--- src/rtl/ddr2_port_arbiter.sv ---
// Burst scheduler between the user write/read FIFOs and the DDR2 controller local port.
// Whole bursts are granted round-robin; write and read addresses wrap inside their own windows.
module ddr2_port_arbiter #(
    parameter int ADDR_W     = 24,
    parameter int BURST_W    = 7,
    parameter int USEDW_W    = 10,
    parameter int FIFO_DEPTH = 1024
) (
    input  logic               clk,
    input  logic               rst,
    input  logic               init_done,
    input  logic [BURST_W-1:0] burst_len,
    input  logic [ADDR_W-1:0]  wr_minaddr,
    input  logic [ADDR_W-1:0]  wr_maxaddr,
    input  logic [ADDR_W-1:0]  rd_minaddr,
    input  logic [ADDR_W-1:0]  rd_maxaddr,
    input  logic               wr_load,
    input  logic               rd_load,
    input  logic               rd_en,
    input  logic [USEDW_W-1:0] wfifo_usedw,
    input  logic [USEDW_W-1:0] rfifo_usedw,
    output logic               wfifo_rdreq,
    output logic               rfifo_wrreq,
    input  logic               local_ready,
    input  logic               local_rdata_valid,
    output logic [ADDR_W-1:0]  local_address,
    output logic [BURST_W-1:0] local_size,
    output logic               local_write_req,
    output logic               local_read_req,
    output logic               local_burstbegin,
    output logic               busy
);

    typedef enum logic [1:0] {IDLE, WR_BURST, RD_CMD, RD_WAIT} state_t;
    typedef enum logic {GRANT_WRITE, GRANT_READ} side_t;

    state_t             state, state_nxt;
    side_t              last_grant, last_grant_nxt;
    logic [ADDR_W-1:0]  wr_addr, wr_addr_nxt, rd_addr, rd_addr_nxt, address_nxt;
    logic [ADDR_W-1:0]  wr_base, rd_base;
    logic [BURST_W-1:0] size_nxt, beat_cnt, beat_cnt_nxt;
    logic               write_req_nxt, read_req_nxt, burstbegin_nxt;
    logic               wr_load_pend, wr_load_pend_nxt, rd_load_pend, rd_load_pend_nxt;
    logic [USEDW_W:0]   burst_ext, rd_room;
    logic               wr_pend, rd_pend, accept, last_beat;

    // One extra bit so a completely empty read FIFO (room == FIFO_DEPTH) still compares correctly.
    assign burst_ext = (USEDW_W+1)'(burst_len);
    assign rd_room   = (USEDW_W+1)'(FIFO_DEPTH) - {1'b0, rfifo_usedw};
    assign wr_pend   = init_done && (burst_len != '0) && ({1'b0, wfifo_usedw} >= burst_ext);
    assign rd_pend   = init_done && rd_en && (burst_len != '0) && (rd_room >= burst_ext);

    assign accept      = (state == WR_BURST) && local_write_req && local_ready;
    assign last_beat   = (beat_cnt == local_size - BURST_W'(1));
    assign wfifo_rdreq = accept;
    assign rfifo_wrreq = (state == RD_WAIT) && local_rdata_valid;
    assign wr_base     = wr_load ? wr_minaddr : wr_addr;
    assign rd_base     = rd_load ? rd_minaddr : rd_addr;

    function automatic logic [ADDR_W-1:0] advance(input logic [ADDR_W-1:0] addr,
                                                  input logic [BURST_W-1:0] size,
                                                  input logic [ADDR_W-1:0] minaddr,
                                                  input logic [ADDR_W-1:0] maxaddr);
        logic [ADDR_W:0] nxt;
        nxt = {1'b0, addr} + (ADDR_W+1)'(size);
        return (nxt >= {1'b0, maxaddr}) ? minaddr : nxt[ADDR_W-1:0];
    endfunction

    always_comb begin
        state_nxt        = state;
        last_grant_nxt   = last_grant;
        wr_addr_nxt      = wr_addr;
        rd_addr_nxt      = rd_addr;
        address_nxt      = local_address;
        size_nxt         = local_size;
        beat_cnt_nxt     = beat_cnt;
        write_req_nxt    = local_write_req;
        read_req_nxt     = local_read_req;
        burstbegin_nxt   = local_burstbegin;
        wr_load_pend_nxt = wr_load_pend;
        rd_load_pend_nxt = rd_load_pend;
        unique case (state)
            IDLE: begin
                wr_addr_nxt      = wr_base;
                rd_addr_nxt      = rd_base;
                wr_load_pend_nxt = 1'b0;
                rd_load_pend_nxt = 1'b0;
                beat_cnt_nxt     = '0;
                if (wr_pend && (!rd_pend || last_grant == GRANT_READ)) begin
                    state_nxt      = WR_BURST;
                    address_nxt    = wr_base;
                    size_nxt       = burst_len;
                    write_req_nxt  = 1'b1;
                    burstbegin_nxt = 1'b1;
                end else if (rd_pend) begin
                    state_nxt      = RD_CMD;
                    address_nxt    = rd_base;
                    size_nxt       = burst_len;
                    read_req_nxt   = 1'b1;
                    burstbegin_nxt = 1'b1;
                end
            end
            WR_BURST: begin
                rd_addr_nxt = rd_base;
                if (wr_load) wr_load_pend_nxt = 1'b1;
                if (accept) begin
                    beat_cnt_nxt   = beat_cnt + BURST_W'(1);
                    burstbegin_nxt = 1'b0;
                    if (last_beat) begin
                        // A load seen during the burst overrides the normal advance.
                        wr_addr_nxt      = (wr_load_pend || wr_load) ? wr_minaddr
                                         : advance(wr_addr, local_size, wr_minaddr, wr_maxaddr);
                        wr_load_pend_nxt = 1'b0;
                        write_req_nxt    = 1'b0;
                        last_grant_nxt   = GRANT_WRITE;
                        state_nxt        = IDLE;
                    end
                end
            end
            RD_CMD: begin
                wr_addr_nxt = wr_base;
                if (rd_load) rd_load_pend_nxt = 1'b1;
                if (local_ready) begin
                    rd_addr_nxt    = advance(rd_addr, local_size, rd_minaddr, rd_maxaddr);
                    read_req_nxt   = 1'b0;
                    burstbegin_nxt = 1'b0;
                    last_grant_nxt = GRANT_READ;
                    state_nxt      = RD_WAIT;
                end
            end
            RD_WAIT: begin
                wr_addr_nxt = wr_base;
                if (rd_load) rd_load_pend_nxt = 1'b1;
                if (local_rdata_valid) begin
                    beat_cnt_nxt = beat_cnt + BURST_W'(1);
                    if (last_beat) begin
                        if (rd_load_pend || rd_load) rd_addr_nxt = rd_minaddr;
                        rd_load_pend_nxt = 1'b0;
                        state_nxt        = IDLE;
                    end
                end
            end
        endcase
    end

    always_ff @(posedge clk) begin
        if (rst) begin
            state            <= IDLE;
            last_grant       <= GRANT_READ;
            wr_addr          <= wr_minaddr;
            rd_addr          <= rd_minaddr;
            local_address    <= '0;
            local_size       <= '0;
            beat_cnt         <= '0;
            local_write_req  <= 1'b0;
            local_read_req   <= 1'b0;
            local_burstbegin <= 1'b0;
            wr_load_pend     <= 1'b0;
            rd_load_pend     <= 1'b0;
            busy             <= 1'b0;
        end else begin
            state            <= state_nxt;
            last_grant       <= last_grant_nxt;
            wr_addr          <= wr_addr_nxt;
            rd_addr          <= rd_addr_nxt;
            local_address    <= address_nxt;
            local_size       <= size_nxt;
            beat_cnt         <= beat_cnt_nxt;
            local_write_req  <= write_req_nxt;
            local_read_req   <= read_req_nxt;
            local_burstbegin <= burstbegin_nxt;
            wr_load_pend     <= wr_load_pend_nxt;
            rd_load_pend     <= rd_load_pend_nxt;
            busy             <= (state_nxt != IDLE);
        end
    end

endmodule

--- config.mk ---
export PLATFORM = sky130hd
export DESIGN_NAME = ddr2_port_arbiter
export DESIGN_NICKNAME = d
export VERILOG_FILES = /design/src/rtl/ddr2_port_arbiter.sv
export SDC_FILE = /design/constraint.sdc
export NUM_CORES = 1
export LEC_CHECK = 0
export ABC_AREA = 1
export CAP_MARGIN = 20
export CELL_PAD_IN_SITES_DETAIL_PLACEMENT = 1
export CELL_PAD_IN_SITES_GLOBAL_PLACEMENT = 1
export CORE_MARGIN = 4
export CORE_UTILIZATION = 35
export DETAILED_ROUTE_END_ITERATION = 12
export PLACE_DENSITY_LB_ADDON = 0.1
export SYNTH_ARGS = -nofsm -noshare
export SYNTH_HDL_FRONTEND = slang
export SYNTH_SLANG_ARGS = --single-unit
--- constraint.sdc ---
create_clock -name clk -period 3.17 [get_ports clk]
set_input_delay 0.634 -clock clk [delete_from_list [all_inputs] [get_ports clk]]
set_output_delay 0.634 -clock clk [all_outputs]
set_load 0.02 [all_outputs]
* After elaboration in Yosys (flattened, before gate mapping)
Cells that the tools add are included.
Word-level totals: register bits after elaboration 95, output and inout port bits 37, logic and storage cells 123
Cells by class: $add $sub $neg 5, order comparisons 4, equal/unequal tests 18, multiplexer cells 50, reductions and logical operators 33
Operators with widths (number):
- 2-to-1 mux 24 bit | 15
- case mux 24 bit (3 select lines) | 1
- adder 24 x 7 -> 25 bit | 2
- >= comparator 25 x 24 -> 1 bit | 2
- case mux 24 bit (2 select lines) | 1
- 2-to-1 mux 7 bit | 4
- case mux 7 bit (3 select lines) | 1
- AND reduction 4 bit | 5
- != test 3 bit (second input constant) | 6
- 2-to-1 mux 1 bit | 15
- != test 2 bit (second input constant) | 7
- 2-to-1 mux 2 bit | 6
- >= comparator 11 x 7 -> 1 bit | 1
- subtractor 11 x 10 -> 11 bit (first input constant) | 1
- >= comparator 10 x 7 -> 1 bit | 1
- nonzero test 2 bit | 5
- logical AND 1 bit | 9
- nonzero test 3 bit | 3
- case mux 1 bit (2 select lines) | 4
- case mux 2 bit (4 select lines) | 1
- adder 7 x 1 -> 7 bit (second input constant) | 1
- == test 7 bit | 1
- nonzero test 7 bit | 1
- subtractor 7 x 1 -> 7 bit (second input constant) | 1
- 11 further kinds | 16

* Logic depth before layout (Yosys ltp)
depth after elaboration 9, depth in mapped cells 27

* Worst setup path after synthesis
OpenSTA, ideal clock, no wires.
path kind register to register, start register local_size[0], end register wr_addr[16] (data pin), setup time 0.257 ns, data arrival time 3.200 ns, data required time 2.913 ns, setup slack -0.287 ns, stages on the path, launching flop included 26, clock period less this slack 3.457 ns, cell sequence dfxtp_1 -> ha_1 -> inv_1 -> fa_1 -> inv_1 -> nand3_1 -> nand2_2 -> nand3_1 -> nand2_2 -> nand2_2 -> xor2_1 -> inv_1 -> ha_1 -> nand2_1 -> nor2_1 -> nor3b_1 -> nand2_1 -> nand2_1 -> nand2_1 -> nand2_1 -> nand2_4 -> nand2_4 -> buf_8 -> nand2_2 -> nand3_1 -> a21oi_2
On the way: cells in the longest elaborated chain, start to end 8
Ends and longest elaborated chain:
- start: declaration | line 27 | output logic [BURST_W-1:0] local_size,
- start signal: assignment | line 167 | local_size <= size_nxt;
- adder 24 x 7 -> 25 bit * | line 65 | nxt = {1'b0, addr} + (ADDR_W+1)'(size);
- >= comparator 25 x 24 -> 1 bit | line 66 | return (nxt >= {1'b0, maxaddr}) ? minaddr : nxt[ADDR_W-1:0];
- 2-to-1 mux 24 bit * | line 66
- 2-to-1 mux 24 bit * | line 111 | wr_addr_nxt = (wr_load_pend || wr_load) ? wr_minaddr
- 2-to-1 mux 24 bit * | line 109 | if (last_beat) begin
- 2-to-1 mux 24 bit * | line 106 | if (accept) begin
- case mux 24 bit (2 select lines) * | line 82 | unique case (state)
- 2-to-1 mux 24 bit * | line 147 | if (rst) begin
- end signal: assignment | line 150 | wr_addr <= wr_minaddr;
- end signal: assignment | line 164 | wr_addr <= wr_addr_nxt;
- end: declaration | line 39 | logic [ADDR_W-1:0] wr_addr, wr_addr_nxt, rd_addr, rd_addr_nxt, address_nxt;
Every way passes the cells marked *; elsewhere a longest branch is shown, timed or not. The select of a mux whose other input is x is not followed. A chain may end at the register's enable or synchronous reset.

* Final worst setup path
start register wr_addr[0], end register wr_addr[6] (data pin)
On the way: cells in the longest elaborated chain, start to end 8
Ends and longest elaborated chain (line):
- adder 24 x 7 -> 25 bit * | 65
- >= comparator 25 x 24 -> 1 bit | 66
- 2-to-1 mux 24 bit * | 66
- 2-to-1 mux 24 bit * | 111
- 2-to-1 mux 24 bit * | 109
- 2-to-1 mux 24 bit * | 106
- case mux 24 bit (2 select lines) * | 82
- 2-to-1 mux 24 bit * | 147
Marked as above.

==> results_dict.tcl <==
set metrics [dict create \
    power_mw 6.88 \
    worstPathRequired_ps 3290 \
    synth_edf_count 48 \
    syn_inst 1631 \
    dp_hpwl_um 32000 \
    avgViaCountPerCell 5.19 \
    fp.coreArea_um2 28900 \
    ys_types 45 \
    setup_slack_ps -441 \
    dieArea_um2 32400 \
    synthesis.nets 1849 \
    cpMostUsedCell "nand2_4" \
    grt_pass1_wl_um 66600 \
    ys_async_sr_fraction_pct 0 \
    drc 0 \
    fillers 3621 \
    slowest_stage "edfxtp_1" \
    slowest_delay_ps 410 \
    p_leak_nw 7.56 \
    synth_top_area_share_pct 13.9 \
    area_delta_synth_final_pct 53.6 \
    cpLargestDelayFamily "simple AND/OR/NAND/NOR gates" \
    numCtsBuffers 9 \
    antenna_found_initial 0 \
    max-cap-violations 0 \
    pin_count 168 \
    clk_latency_ps 370 \
    cts_root_buffer "clkbuf_16" \
    yosysWarningCount 0 \
    power.density_nw_per_um2 433 \
    hold_buffers 0 \
    row_count 62 \
    cp_data_arrival_time_ps 3730 \
    max-slew-margin-rel_pct 37.5 \
    cp_num_buf_inv 5 \
    crit_path_start_kind "register" \
    post_dp_cell_area_um2 13800 \
    rsz0062_at_grt "yes" \
    ys.flop_type "edfxtp_1" \
    grt_usage_pct 25.1 \
    final_util_pct 54.9 \
    grt_pass1_vias 12600 \
    yosysMostFrequentCell "nand2_1" \
    fmax_ghz 0.277 \
    hold_class "reg -> reg" \
    drv_slew 0 \
    post-place-ws_ps -612 \
    clk_pin_slew_worst_paths_ps 70 \
    first_pass_iters 5 \
    drtAntennaViolNets 0 \
    synthTopCellsByArea "edfxtp_1 14%, nand2_1 13%, ha_1 10%" \
    synth-seq-cells 95 \
    finalNetCount 2184 \
    vias 12200 \
    fin_crit_sh_pct 114 \
    hold_viol 0 \
    failed_checks "negative setup slack" \
    fin_worst_skew_ps 9.19 \
    postSynthAreaPerCell_um2 6.34 \
    fin_area_um2 15900 \
    numClockSinks 95 \
    endpoint_kind "register" \
    start_util_pct 35.7 \
    port-buffer-count 167 \
    wl_per_cell_um 18.5 \
    finalNonFillerCells 2355 \
    clock_path_buffers 2 \
    routabilityCongestion 0.882 \
    die_h_um 180 \
    critical_path_class "reg -> reg" \
    die_x_um 180 \
    cts_tree "built" \
    wl_um 43500 \
    drive_gt1_share_pct 28.8 \
    synth.top_cells.by_count "364 x nand2_1, 283 x inv_1, 173 x nor2_1" \
    tightest_slew_ps 938 \
    overflow 0 \
    yosysTopAreaCell "edfxtp_1" \
    grt_max_degree 76 \
    cts_htree_levels 3 \
    finalSetupViolCount 48 \
    drt_iter0_markers 738 \
    period_needed_ps 3610 \
    yosysSeqAreaShare_pct 23.0 \
    place_inst 2292 \
    peakVddDrop_mv 0.244 \
    n_antenna_cell 0 \
    outcome "complete, but fails checks" \
    cp_max_fo 5 \
    synth_area_um2 10300 \
]
sequential cells by signal (all words and copies together), names as in the netlist:
signal and cells:
busy 1, local_burstbegin 1, beat_cnt 7, rd_load_pend 1, local_address 24, last_grant 1, rd_addr 24, state 2
local_size 7, wr_load_pend 1, local_write_req 1, local_read_req 1, wr_addr 24
layout by cell type, fill, tap and decap left out, types with 48 or more instances in the layout:
cell	Yosys	routed
a21oi_2	23	52
edfxtp_1	48	48
buf_4	6	183
inv_1	283	266
a21oi_1	104	74
nand2_1	364	307
clkdlybuf4s50_1	0	164
nand2_2	30	50
o21ai_0	69	60
nand3_1	168	113
nand3_2	11	62
nor2_1	173	155
ha_1	85	57
where the power goes:
group          internal, mW  switching (mW)
clock network         0.682           0.571
registers              1.48           0.182
logic                  1.80            2.17
cells by family after synthesis:
family,after synthesis,synth area share (%)
AO/OA/AOI/OAI,239,13.6
XOR/XNOR,31,2.63
adder cells (fa/ha/maj),87,10.7
buffers and inverters,348,13.9
flip-flops,95,23.0
AND/OR/NAND/NOR,831,36.2
through the flow:
stage               TNS, ps  hold slack, ps
CTS                  -16060             487
detailed placement   -38600             468
floorplan             -72.8             437
global route         -27850             513
finish               -19080             482
global placement     -28620             459
per-layer routing:
metal / wire length, um / vias to the layer above / global-route usage, %
li1: - / 5922 / -
met1: 18600 / 5945 / 31.9
met2: 22100 / 300 / 44.5
met3: 1880 / 57 / 3.35
met4: 888 / 0 / 7.31
met5: 0 / - / 0
worst paths after layout:
path / start / end / slack, ps / cells after the start
setup reg to reg: wr_addr[0]$_DFFE_PP_ / wr_addr[6]$_DFFE_PP_ / -440 / 26
hold / removal: last_grant$_SDFFE_PP1P_ / last_grant$_SDFFE_PP1P_ / 480 / 2
hold reg to reg: last_grant$_SDFFE_PP1P_ / last_grant$_SDFFE_PP1P_ / 480 / 2
setup / recovery: wr_addr[0]$_DFFE_PP_ / wr_addr[6]$_DFFE_PP_ / -440 / 26
layout make-up:
type / instances / area, um2 / area share (%)
clock buffer: 12 / 300 / 1.89
sequential: 95 / 2400 / 15.1
timing repair buffer: 384 / 3670 / 23.1
clock inverter: 4 / 28.8 / 0.181
inverter: 288 / 1100 / 6.92
multi-input combinational: 1188 / 7910 / 49.8
tap: 384 / 480 / 3.03
worst register-to-register path: stages (launching register included):
cell and delay, ps:
edfxtp_1 410, ha_4 170, inv_4 30, fa_2 330
inv_2 70, nand3_2 80, nand2_4 110, nand2_4 70
o21ai_4 210, xor2_2 210, inv_2 80, ha_4 290
nand2_4 60, nor2_4 90, nand3b_1 90, nand3_1 120
nand2_1 70, nand2_1 80, nand2_1 70, nand2_2 80
nand2_4 70, nand2_4 110, buf_12 130, buf_12 140
nand2_4 60, nand3_2 80, a21oi_2 60
what timing repair did:
item / CTS / global route
pin swaps: 40 / 78
gates cloned: 4 / 4
endpoints found under the hold margin: 0 / 0
endpoints found under the setup margin: 76 / 85
resized for setup: 137 / 156
setup buffers: 28 / 14
No activity file was read; power rests on OpenSTA's default activity.
